**src/rtl/pwm_multi_channel_if.sv**
```systemverilog
// pwm_multi_channel_if: control and pin-side bundle of the multi-channel PWM.
//   master : register/control side (drives config and duty writes, sees outputs)
//   slave  : the PWM engine
// Signals: enable, prescale, center_mode, invert, duty_we, duty_wdata
//          (control -> engine); pwm_out, period_start (engine -> pins/control).
`timescale 1ns/1ps
interface pwm_multi_channel_if #(
  parameter int NUM_CH         = 4,
  parameter int COUNTER_WIDTH  = 8,
  parameter int PRESCALE_WIDTH = 8
);
  logic                            enable;
  logic [PRESCALE_WIDTH-1:0]       prescale;
  logic                            center_mode;
  logic [NUM_CH-1:0]               invert;
  logic [NUM_CH-1:0]               duty_we;
  logic [NUM_CH*COUNTER_WIDTH-1:0] duty_wdata;
  logic [NUM_CH-1:0]               pwm_out;
  logic                            period_start;

  modport master (
    output enable, prescale, center_mode, invert, duty_we, duty_wdata,
    input  pwm_out, period_start
  );

  modport slave (
    input  enable, prescale, center_mode, invert, duty_we, duty_wdata,
    output pwm_out, period_start
  );
endinterface

```
**src/rtl/pwm_multi_channel.sv**
```systemverilog
// pwm_multi_channel: one shared prescaled period counter feeding NUM_CH
// compare channels with double-buffered duty, per-channel polarity,
// edge/center-aligned counting and a period-start strobe.
// Ports:
//   clk    : system clock
//   rst_n  : synchronous active-low reset
//   bus    : pwm_multi_channel_if.slave (config, duty writes, pwm_out, period_start)
`timescale 1ns/1ps
module pwm_multi_channel #(
  parameter int NUM_CH         = 4,
  parameter int COUNTER_WIDTH  = 8,
  parameter int PRESCALE_WIDTH = 8
) (
  input  logic                 clk,
  input  logic                 rst_n,
  pwm_multi_channel_if.slave   bus
);
  localparam logic [COUNTER_WIDTH-1:0] MAX = '1;

  logic [PRESCALE_WIDTH-1:0] pre_cnt;
  logic [COUNTER_WIDTH-1:0]  cnt, cnt_next;
  logic                      dir_up, dir_next;
  logic                      mode;
  logic                      tick, boundary;
  logic [COUNTER_WIDTH-1:0]  shadow   [NUM_CH];
  logic [COUNTER_WIDTH-1:0]  active   [NUM_CH];
  logic [COUNTER_WIDTH-1:0]  duty_src [NUM_CH];
  logic [NUM_CH-1:0]         pwm_q, pwm_next;
  logic                      start_q;

  always_comb begin
    tick     = bus.enable && (pre_cnt == bus.prescale);
    cnt_next = cnt;
    dir_next = dir_up;
    if (tick) begin
      if (!mode) begin
        cnt_next = cnt + 1'b1;
        dir_next = 1'b1;
      end else if (dir_up) begin
        cnt_next = cnt + 1'b1;
        if (cnt_next == MAX) dir_next = 1'b0;
      end else begin
        cnt_next = cnt - 1'b1;
        if (cnt_next == '0) dir_next = 1'b1;
      end
    end
    boundary = tick && (cnt_next == '0);
  end

  // Value the active duty takes when it reloads: a write on the same cycle
  // wins over the shadow so a boundary-cycle write is not lost for a period.
  always_comb begin
    for (int i = 0; i < NUM_CH; i++) begin
      duty_src[i] = bus.duty_we[i] ? bus.duty_wdata[i*COUNTER_WIDTH +: COUNTER_WIDTH]
                                   : shadow[i];
      pwm_next[i] = (cnt < active[i]) ^ bus.invert[i];
    end
  end

  always_ff @(posedge clk) begin
    if (!rst_n) begin
      pre_cnt <= '0;
      cnt     <= '0;
      dir_up  <= 1'b1;
      mode    <= 1'b0;
      pwm_q   <= '0;
      start_q <= 1'b0;
      for (int i = 0; i < NUM_CH; i++) begin
        shadow[i] <= '0;
        active[i] <= '0;
      end
    end else begin
      for (int i = 0; i < NUM_CH; i++) begin
        if (bus.duty_we[i]) shadow[i] <= bus.duty_wdata[i*COUNTER_WIDTH +: COUNTER_WIDTH];
      end
      if (!bus.enable) begin
        pre_cnt <= '0;
        cnt     <= '0;
        dir_up  <= 1'b1;
        mode    <= bus.center_mode;
        pwm_q   <= bus.invert;
        start_q <= 1'b0;
        for (int i = 0; i < NUM_CH; i++) active[i] <= duty_src[i];
      end else begin
        // >= also covers a prescale lowered below the running count.
        pre_cnt <= (pre_cnt >= bus.prescale) ? '0 : pre_cnt + 1'b1;
        cnt     <= cnt_next;
        dir_up  <= dir_next;
        start_q <= boundary;
        pwm_q   <= pwm_next;
        if (boundary) begin
          mode <= bus.center_mode;
          for (int i = 0; i < NUM_CH; i++) active[i] <= duty_src[i];
        end
      end
    end
  end

  assign bus.pwm_out      = pwm_q;
  assign bus.period_start = start_q;
endmodule

```
**src/flat_wrapper.sv**
```systemverilog
// flat-port wrapper written by rule: the top's interface ports become plain ports
module pwm_multi_channel_flat 
#(
  parameter int NUM_CH         = 4,
  parameter int COUNTER_WIDTH  = 8,
  parameter int PRESCALE_WIDTH = 8
)
  (clk, rst_n, bus_enable, bus_prescale, bus_center_mode, bus_invert, bus_duty_we, bus_duty_wdata, bus_pwm_out, bus_period_start);
  pwm_multi_channel_if #(.NUM_CH(NUM_CH), .COUNTER_WIDTH(COUNTER_WIDTH), .PRESCALE_WIDTH(PRESCALE_WIDTH)) bus_i ();
  input  logic clk;
  input  logic rst_n;
  input wire logic [$bits(bus_i.enable)-1:0] bus_enable;
  input wire logic [$bits(bus_i.prescale)-1:0] bus_prescale;
  input wire logic [$bits(bus_i.center_mode)-1:0] bus_center_mode;
  input wire logic [$bits(bus_i.invert)-1:0] bus_invert;
  input wire logic [$bits(bus_i.duty_we)-1:0] bus_duty_we;
  input wire logic [$bits(bus_i.duty_wdata)-1:0] bus_duty_wdata;
  output wire logic [$bits(bus_i.pwm_out)-1:0] bus_pwm_out;
  output wire logic [$bits(bus_i.period_start)-1:0] bus_period_start;
  assign bus_i.enable = bus_enable;
  assign bus_i.prescale = bus_prescale;
  assign bus_i.center_mode = bus_center_mode;
  assign bus_i.invert = bus_invert;
  assign bus_i.duty_we = bus_duty_we;
  assign bus_i.duty_wdata = bus_duty_wdata;
  assign bus_pwm_out = bus_i.pwm_out;
  assign bus_period_start = bus_i.period_start;
  pwm_multi_channel #(.NUM_CH(NUM_CH), .COUNTER_WIDTH(COUNTER_WIDTH), .PRESCALE_WIDTH(PRESCALE_WIDTH)) u_core (.clk(clk), .rst_n(rst_n), .bus(bus_i));
endmodule
```
**config.mk**
```make
export PLATFORM = sky130hd
export DESIGN_NAME = pwm_multi_channel_flat
export DESIGN_NICKNAME = d
export VERILOG_FILES = /design/src/rtl/pwm_multi_channel_if.sv /design/src/rtl/pwm_multi_channel.sv /design/src/flat_wrapper.sv
export SDC_FILE = /design/constraint.sdc
export NUM_CORES = 1
export LEC_CHECK = 0
export CAP_MARGIN = 10
export CORE_MARGIN = 2
export CORE_UTILIZATION = 45
export CTS_CLUSTER_DIAMETER = 80
export DETAILED_ROUTE_END_ITERATION = 10
export GPL_ROUTABILITY_DRIVEN = 0
export PLACE_DENSITY_LB_ADDON = 0.12
export SLEW_MARGIN = 20
export SYNTH_ARGS = -nofsm -noshare
export SYNTH_HDL_FRONTEND = slang
export SYNTH_SLANG_ARGS = --single-unit
export TNS_END_PERCENT = 100
```
**constraint.sdc**
```tcl
create_clock -name clk -period 2.4 [get_ports clk]
set_input_delay 0.36 -clock clk [delete_from_list [all_inputs] [get_ports clk]]
set_output_delay 0.36 -clock clk [all_outputs]
set_load 0.01 [all_outputs]
```
==> run summary, run 1 <==
Main synth FF type -> edfxtp_1
Tmin final -> 2380 ps
Placed Area -> 6220 um2
fin crit share -> 0.993
clock skew -> 9.76 ps
clock power share -> 0.364
Cell Rows -> 39
final setup violating endpoints -> 0
vias -> 3,595
simple-gate portion of the synthesized area -> 0.201
number of synthesized flops with an enable pin -> 64
clk root buf -> clkbuf_16
CTS tree -> yes
# diodes -> 0
Net Count, Synth -> 553
Switching Share -> 0.235
Setup TNS -> 0 ps
DR pass1 iterations -> 4
hold_ws -> 534 ps
die height -> 111 um
grt total ovfl -> 0
syn avg cell area -> 11.3 um2
nets -> 644
CTS H-tree depth -> 3
warnings from Yosys -> 0
DRC viols -> 0
I/O pin cnt -> 57
hold_buf cts -> 0
Design Power -> 3.45 mW
maximum root-to-sink buffer count -> 2
largest family of logic cells by synthesized area -> simple AND/OR/NAND/NOR gates
Synth Instances -> 460
Area Overhead vs Synth -> 29.2%
Largest stage delay, worst path -> 470 ps
post-route standard cell area excluding fillers -> 6710 um2
Synth area leader -> edfxtp_1
Yosys top cell area share -> 0.370
ANT nets after route -> 0
share of cells above drive strength 1 -> 0.241
initial antenna violation count -> 0
final worst setup slack -> 16.6 ps
DP Cell Count -> 678
kind of critical path -> reg -> reg
fill count -> 936
Num Clock Sinks -> 87
Max Cap Viol -> 0
Slew HR -> 0.585
core area -> 11,300 um2
Clk Latency, worst-skew pair -> 340 ps
vias per inst -> 5.14
status -> completed
post-synthesis compound-gate area fraction -> 0.0815
Die Area -> 12,400 um2
worst hold path type -> reg -> reg
initial drt markers -> 115
Distinct cells, synth -> 51
Die Span X -> 111 um
sequential fraction of the synthesis area -> 0.459
Startpoint Class -> flop
vias in the first global route -> 3,619
Synth area leaders -> edfxtp_1, ha_1, dfxtp_1, nor2_4, mux2i_1
RSZ-0062 raised after global routing -> yes
Synth Area in XOR/XNOR -> 0.0337
Slew Limit Fails -> 0
Worst-path clk slew -> 60 ps
first-pass GRT wire length -> 17,600 um
post-synthesis mux area share -> 0.0644
Reg power frac -> 0.503
LEAKAGE -> 2.79 nW
critical path, cell by cell -> ha_4 > nand4_1 > or3_4 > nor4_4 > nand4_4 > a21o_4 > buf_12 > nor2_4
synthesized-area fraction occupied by adder cells -> 0.0988
DP Worst Slack -> -558 ps
Final Hold Vio Count -> 0
Pint -> 2.64 mW
DR WL/cell -> 15.0 um
Seq. cell area -> 2390 um2
PwrDens -> 515 nW/um2
Slew @ Worst Pin -> 621 ps
final WL -> 10,500 um
Fmax -> 0.420 GHz
Net Switching -> 0.813 mW
Total Routing Usage GR -> 0.176
asr flop ratio synth -> 0
# port buffers -> 56
initial core utilization -> 0.459
Detail Placement HPWL -> 7850 um
most common cell in the netlist -> edfxtp_1
critical path arrival -> 2590 ps
highest ir drop seen on vdd -> 0.000294 V
Multi-input gate area -> 2680 um2
flops & latches, synth -> 87
Req. time, crit path -> 2600 ps
largest net degree at the start of global routing -> 33
crit path max-delay cell type -> or3_4
Critical Path End Type -> flop
final core utilization -> 0.592
Synth top cells by count -> edfxtp_1, ha_1, inv_1
logic gate share of total power -> 0.133
peak fanout along the critical path -> 8
synthesized cell area -> 5190 um2
total CTS buffers -> 9
Final Non-Filler Cells -> 699
power by group through the flow:
| stage | registers (mW) | logic (mW) | clock network [mW] |
|---|---|---|---|
| global placement | 1.77 | 0.440 | 0 |
| global route | 1.75 | 0.504 | 1.34 |
| finish | 1.74 | 0.459 | 1.26 |
| CTS | 1.74 | 0.462 | 1.28 |
| detailed placement | 1.77 | 0.450 | 0 |
| floorplan | 1.77 | 0.264 | 0 |
cell families after synthesis:
family,after synthesis
AO/OA/AOI/OAI,61
XOR/XNOR,20
adder cells (fa/ha/maj),41
buffers and inverters,67
flip-flops,87
multiplexers,33
AND/OR/NAND/NOR,151
worst max-delay path, delay by kind of cell, from the launching register on:
family / cells / cell delay [ps]
AND/OR/NAND/NOR: 5 / 1180
flip-flops: 1 / 340
buffers and inverters: 1 / 170
adder cells (fa/ha/maj): 1 / 260
AO/OA/AOI/OAI: 1 / 300
repair_timing:
action                     4_1_cts  5_1_grt
resized for setup               35        6
cloned                           1        0
hold endpoints to repair         0        0
pin swaps                       29       21
setup endpoints to repair       65       63
buffers inserted                 5        1
path summary, 6_finish.rpt:
path | end | slack (ps) | start | cells after the start
hold / removal | u_core.pre_cnt[0]$_SDFF_PP0_ | 530 | u_core.pre_cnt[0]$_SDFF_PP0_ | 2
setup reg to reg | u_core.active[3][3]$_DFFE_PP_ | 20 | u_core.pre_cnt[6]$_SDFF_PP0_ | 8
hold reg to reg | u_core.pre_cnt[0]$_SDFF_PP0_ | 530 | u_core.pre_cnt[0]$_SDFF_PP0_ | 2
setup / recovery | u_core.active[3][3]$_DFFE_PP_ | 20 | u_core.pre_cnt[6]$_SDFF_PP0_ | 8
area by class of cell:
class                           count  share of cell area
Timing Repair Buffer              105               0.155
Multi-Input combinational cell    306               0.399
Clock inverter                      7             0.00578
Clock buffer                        9              0.0336
Sequential cell                    87               0.357
Inverter                           42              0.0235
Tap cell                          143              0.0267
registers in the layout, indices dropped and copies added, names as in the netlist:
| signal | flops |
|---|---|
| u_core.active | 32 |
| u_core.bus.period_start | 1 |
| u_core.bus.pwm_out | 4 |
| u_core.cnt | 8 |
| u_core.dir_up | 1 |
| u_core.mode | 1 |
| u_core.pre_cnt | 8 |
| u_core.shadow | 32 |
cell usage in the layout (no fill, tap or decap), types with 8 or more instances in the layout:
cell type / n
edfxtp_1: 64
clkdlybuf4s50_1: 48
buf_4: 40
and3_1: 37
inv_1: 36
mux2i_1: 32
ha_1: 32
nor2_4: 30
nor2_1: 28
dfxtp_1: 16
a21oi_1: 11
xnor2_1: 11
o21ai_0: 10
clkbuf_16: 9
a21o_1: 8
ha_4: 8
dlygate4sd2_1: 8
buf_12: 8
per-layer routing:
| layer | vias up | track usage | routed length [um] |
|---|---|---|---|
| met1 | 1685 | 0.238 | 4990 |
| li1 | 1827 | - | - |
| met5 | - | 0 | 0 |
| met3 | 13 | 0.0261 | 317 |
| met4 | 0 | 0.0667 | 139 |
| met2 | 70 | 0.289 | 5050 |
Note: power is estimated with default switching activity, not from simulation.
==> run 2, diff against run 1 <==
--- a/config.mk
+++ b/config.mk
@@ -5,13 +5,14 @@
 export SDC_FILE = /design/constraint.sdc
 export NUM_CORES = 1
 export LEC_CHECK = 0
+export ABC_AREA = 1
 export CAP_MARGIN = 10
 export CORE_MARGIN = 2
 export CORE_UTILIZATION = 45
 export CTS_CLUSTER_DIAMETER = 80
 export DETAILED_ROUTE_END_ITERATION = 10
 export GPL_ROUTABILITY_DRIVEN = 0
-export PLACE_DENSITY_LB_ADDON = 0.12
+export PLACE_DENSITY_LB_ADDON = 0.3
 export SLEW_MARGIN = 20
 export SYNTH_ARGS = -nofsm -noshare
 export SYNTH_HDL_FRONTEND = slang
==> run summary, run 2 <==
status -> complete, but fails checks
failing checks -> design-rule violations
# diodes -> 0 (unchanged)
Slew Limit Fails -> 0 (unchanged)
vias in the first global route -> 4,073 (+13%)
Main synth FF type -> edfxtp_1
most used cell, CP -> nand2_2
die height -> 113 um (+1.4%)
Die Span X -> 113 um (+1.4%)
ANT nets after route -> 0 (unchanged)
Design Power -> 3.66 mW (+6.1%)
fill count -> 965 (+3.1%)
PwrDens -> 538 nW/um2 (+4.6%)
final WL -> 11,000 um (+4.8%)
initial drt markers -> 137 (+19%)
Area Overhead vs Synth -> 27.3%
Synth top cells by count -> nand2_1, inv_1, edfxtp_1
peak fanout along the critical path -> 8 (unchanged)
flops & latches, synth -> 87 (unchanged)
DR WL/cell -> 13.6 um (-9.6%)
clk root buf -> clkbuf_16
hold_buf cts -> 0 (unchanged)
first-pass GRT wire length -> 18,000 um (+2.3%)
DR pass1 iterations -> 9 (+5)
critical path, cell by cell -> clkdlybuf4s50_1 > ha_1 > nand2_2 > nor2_4 > nand3_4 > buf_6 > buf_4 > nand2_1 > nand2_2 > nand3_2 > nand2_2 > nand2_4 > clkbuf_16 > nor2_4
Slew HR -> 0.642 (+0.0573)
Startpoint Class -> primary input
Switching Share -> 0.226 (-0.00941)
Clk Latency, worst-skew pair -> 330 ps (about the same)
Pint -> 2.83 mW (+7.4%)
Max Cap Viol -> 0 (unchanged)
largest net degree at the start of global routing -> 18 (-45%)
critical path arrival -> 2390 ps (-200 ps)
share of cells above drive strength 1 -> 0.204 (-0.0371)
Detail Placement HPWL -> 8210 um (+4.6%)
clock skew -> 8.33 ps (-1.44 ps)
DP Worst Slack -> -375 ps (+183 ps)
final setup violating endpoints -> 0 (unchanged)
Largest regs -> u_core.active: 32 flops, u_core.shadow: 32 flops
synthesized cell area -> 5340 um2 (+2.9%)
logic gate share of total power -> 0.126 (-0.007)
Placed Area -> 6230 um2 (about the same)
nets -> 755 (+17%)
RSZ-0062 raised after global routing -> no
CP bufs+invs -> 4 (+3)
warnings from Yosys -> 0 (unchanged)
Net Count, Synth -> 664 (+20%)
clock power share -> 0.401 (+0.037)
Critical Path End Type -> flop
Distinct cells, synth -> 35 (-31%)
Synth Instances -> 571 (+24%)
commonest non-fill, non-tap cells in the layout -> inv_1, nand2_1, edfxtp_1
hold_ws -> 508 ps (-25.5 ps)
initial antenna violation count -> 0 (unchanged)
Num Clock Sinks -> 87 (unchanged)
Cell Rows -> 39 (unchanged)
LEAKAGE -> 3.06 nW (+9.6%)
Req. time, crit path -> 2480 ps (-120 ps)
Fmax -> 0.432 GHz (+3.0%)
DP Cell Count -> 787 (+16%)
Final Non-Filler Cells -> 810 (+16%)
fin crit share -> 0.964 (-0.0293)
Worst-path clk slew -> 60 ps (about the same)
sequential fraction of the synthesis area -> 0.446 (-0.0131)
asr flop ratio synth -> 0 (unchanged)
post-route standard cell area excluding fillers -> 6800 um2 (+1.4%)
Largest stage delay, worst path -> 400 ps (-70 ps)
most common cell in the netlist -> nand2_1
vias per inst -> 4.91 (-4.6%)
Yosys top cell area share -> 0.360 (-0.0106)
Die Area -> 12,800 um2 (+2.8%)
Synth area leaders -> edfxtp_1, ha_1, dfxtp_1, nor2_4, nand2_1
Net Switching -> 0.827 mW (+1.8%)
Tmin final -> 2310 ps (-70.2 ps)
CTS tree -> yes
core area -> 11,500 um2 (+1.7%)
DRC viols -> 1 (+1)
Setup TNS -> 0 ps (unchanged)
CTS H-tree depth -> 3 (unchanged)
final core utilization -> 0.591 (-0.00178)
initial core utilization -> 0.464 (+0.00548)
crit path max-delay cell type -> clkdlybuf4s50_1
final worst setup slack -> 86.8 ps (+70.2 ps)
I/O pin cnt -> 57 (unchanged)
vias -> 3,976 (+11%)
Final Hold Vio Count -> 0 (unchanged)
worst hold path type -> reg -> reg
Reg power frac -> 0.474 (-0.029)
Total Routing Usage GR -> 0.177 (+0.000924)
Synth area leader -> edfxtp_1
highest ir drop seen on vdd -> 0.000411 V (+39%)
maximum root-to-sink buffer count -> 2 (unchanged)
# port buffers -> 56 (unchanged)
number of synthesized flops with an enable pin -> 64 (unchanged)
syn avg cell area -> 9.36 um2 (-17%)
grt total ovfl -> 0 (unchanged)
Worst path top cell family by delay -> buffers and inverters
Slew @ Worst Pin -> 535 ps (-85.7 ps)
total CTS buffers -> 9 (unchanged)
kind of critical path -> in -> reg
## run 2: cell types whose count changed in the layout (fill, tap and decap cells not counted), moves of 11 or more
cell,delta
nor2_1,+30
and3_1,-37
buf_4,-13
a21oi_1,+20
nand2_2,+11
nand3_1,+22
inv_1,+49
nand2_1,+80
## run 2: final timing paths
path	startpoint	endpoint	slack, ps	depth (start not counted)
hold reg to reg	u_core.dir_up$_SDFFE_PN1N_	u_core.dir_up$_SDFFE_PN1N_	510	2
setup / recovery	bus_prescale[0]	u_core.active[2][7]$_DFFE_PP_	90	14
hold / removal	u_core.dir_up$_SDFFE_PN1N_	u_core.dir_up$_SDFFE_PN1N_	510	2
setup reg to reg	u_core.pre_cnt[2]$_SDFF_PP0_	u_core.active[2][7]$_DFFE_PP_	120	13
## run 2: kinds of logic (layout without fill, tap and decap cells)
| logic type | Yosys count | count (layout) | share of synthesized area |
|---|---|---|---|
| adders and majority gates | 41 | 41 | 0.0960 |
| buffers and inverters | 108 | 204 | 0.0883 |
| muxes | 32 | 32 | 0.0599 |
| DFF | 87 | 87 | 0.446 |
| AOI/OAI and AO/OA | 50 | 50 | 0.0487 |
| xor gates and xnor gates | 5 | 5 | 0.00820 |
| and+or+nand+nor | 248 | 248 | 0.253 |
## run 2: final cells by class
type	instances	area [um2]	area share
sequential	87	2390	0.352
clock buffer	10	229	0.0337
clock inverter	6	85.1	0.0125
timing repair buffer	92	917	0.135
inverter	96	360	0.0530
tap	143	179	0.0263
multi-input combinational	376	2640	0.388
## run 2: power groups by stage
stage          logic, mW  clock network, mW  registers, mW
3_3_place_gp       0.426                  0           1.77
2_1_floorplan      0.271                  0           1.76
3_5_place_dp       0.441                  0           1.77
5_1_grt            0.508               1.56           1.74
6_report           0.460               1.47           1.73
4_1_cts            0.453               1.49           1.74
## run 2: layer usage
layer / up-vias / GRT usage / part of all wire / wire [um]
met5: - / 0 / 0 / 0
met4: 0 / 0.0894 / 0.036 / 401
met3: 35 / 0.0262 / 0.045 / 497
met2: 99 / 0.311 / 0.50 / 5470
met1: 1788 / 0.213 / 0.42 / 4630
li1: 2054 / - / - / -
## run 2: worst reg2reg max path, cell delays in order (launching register included)
cell	delay (ps)
dfxtp_1	370
ha_4	290
nand2_2	70
nor2_4	170
nand3_4	140
buf_6	150
buf_4	130
nand2_1	70
nand2_2	80
nand3_2	80
nand2_2	70
nand2_4	150
clkbuf_16	220
nor2_4	40
## run 2: repair_timing
item | 4_1_cts | 5_1_grt
setup buffers | 2 | 3
gates resized for setup | 24 | 26
pin swaps | 15 | 15
setup endpoints to repair | 59 | 64
cloned | 0 | 2
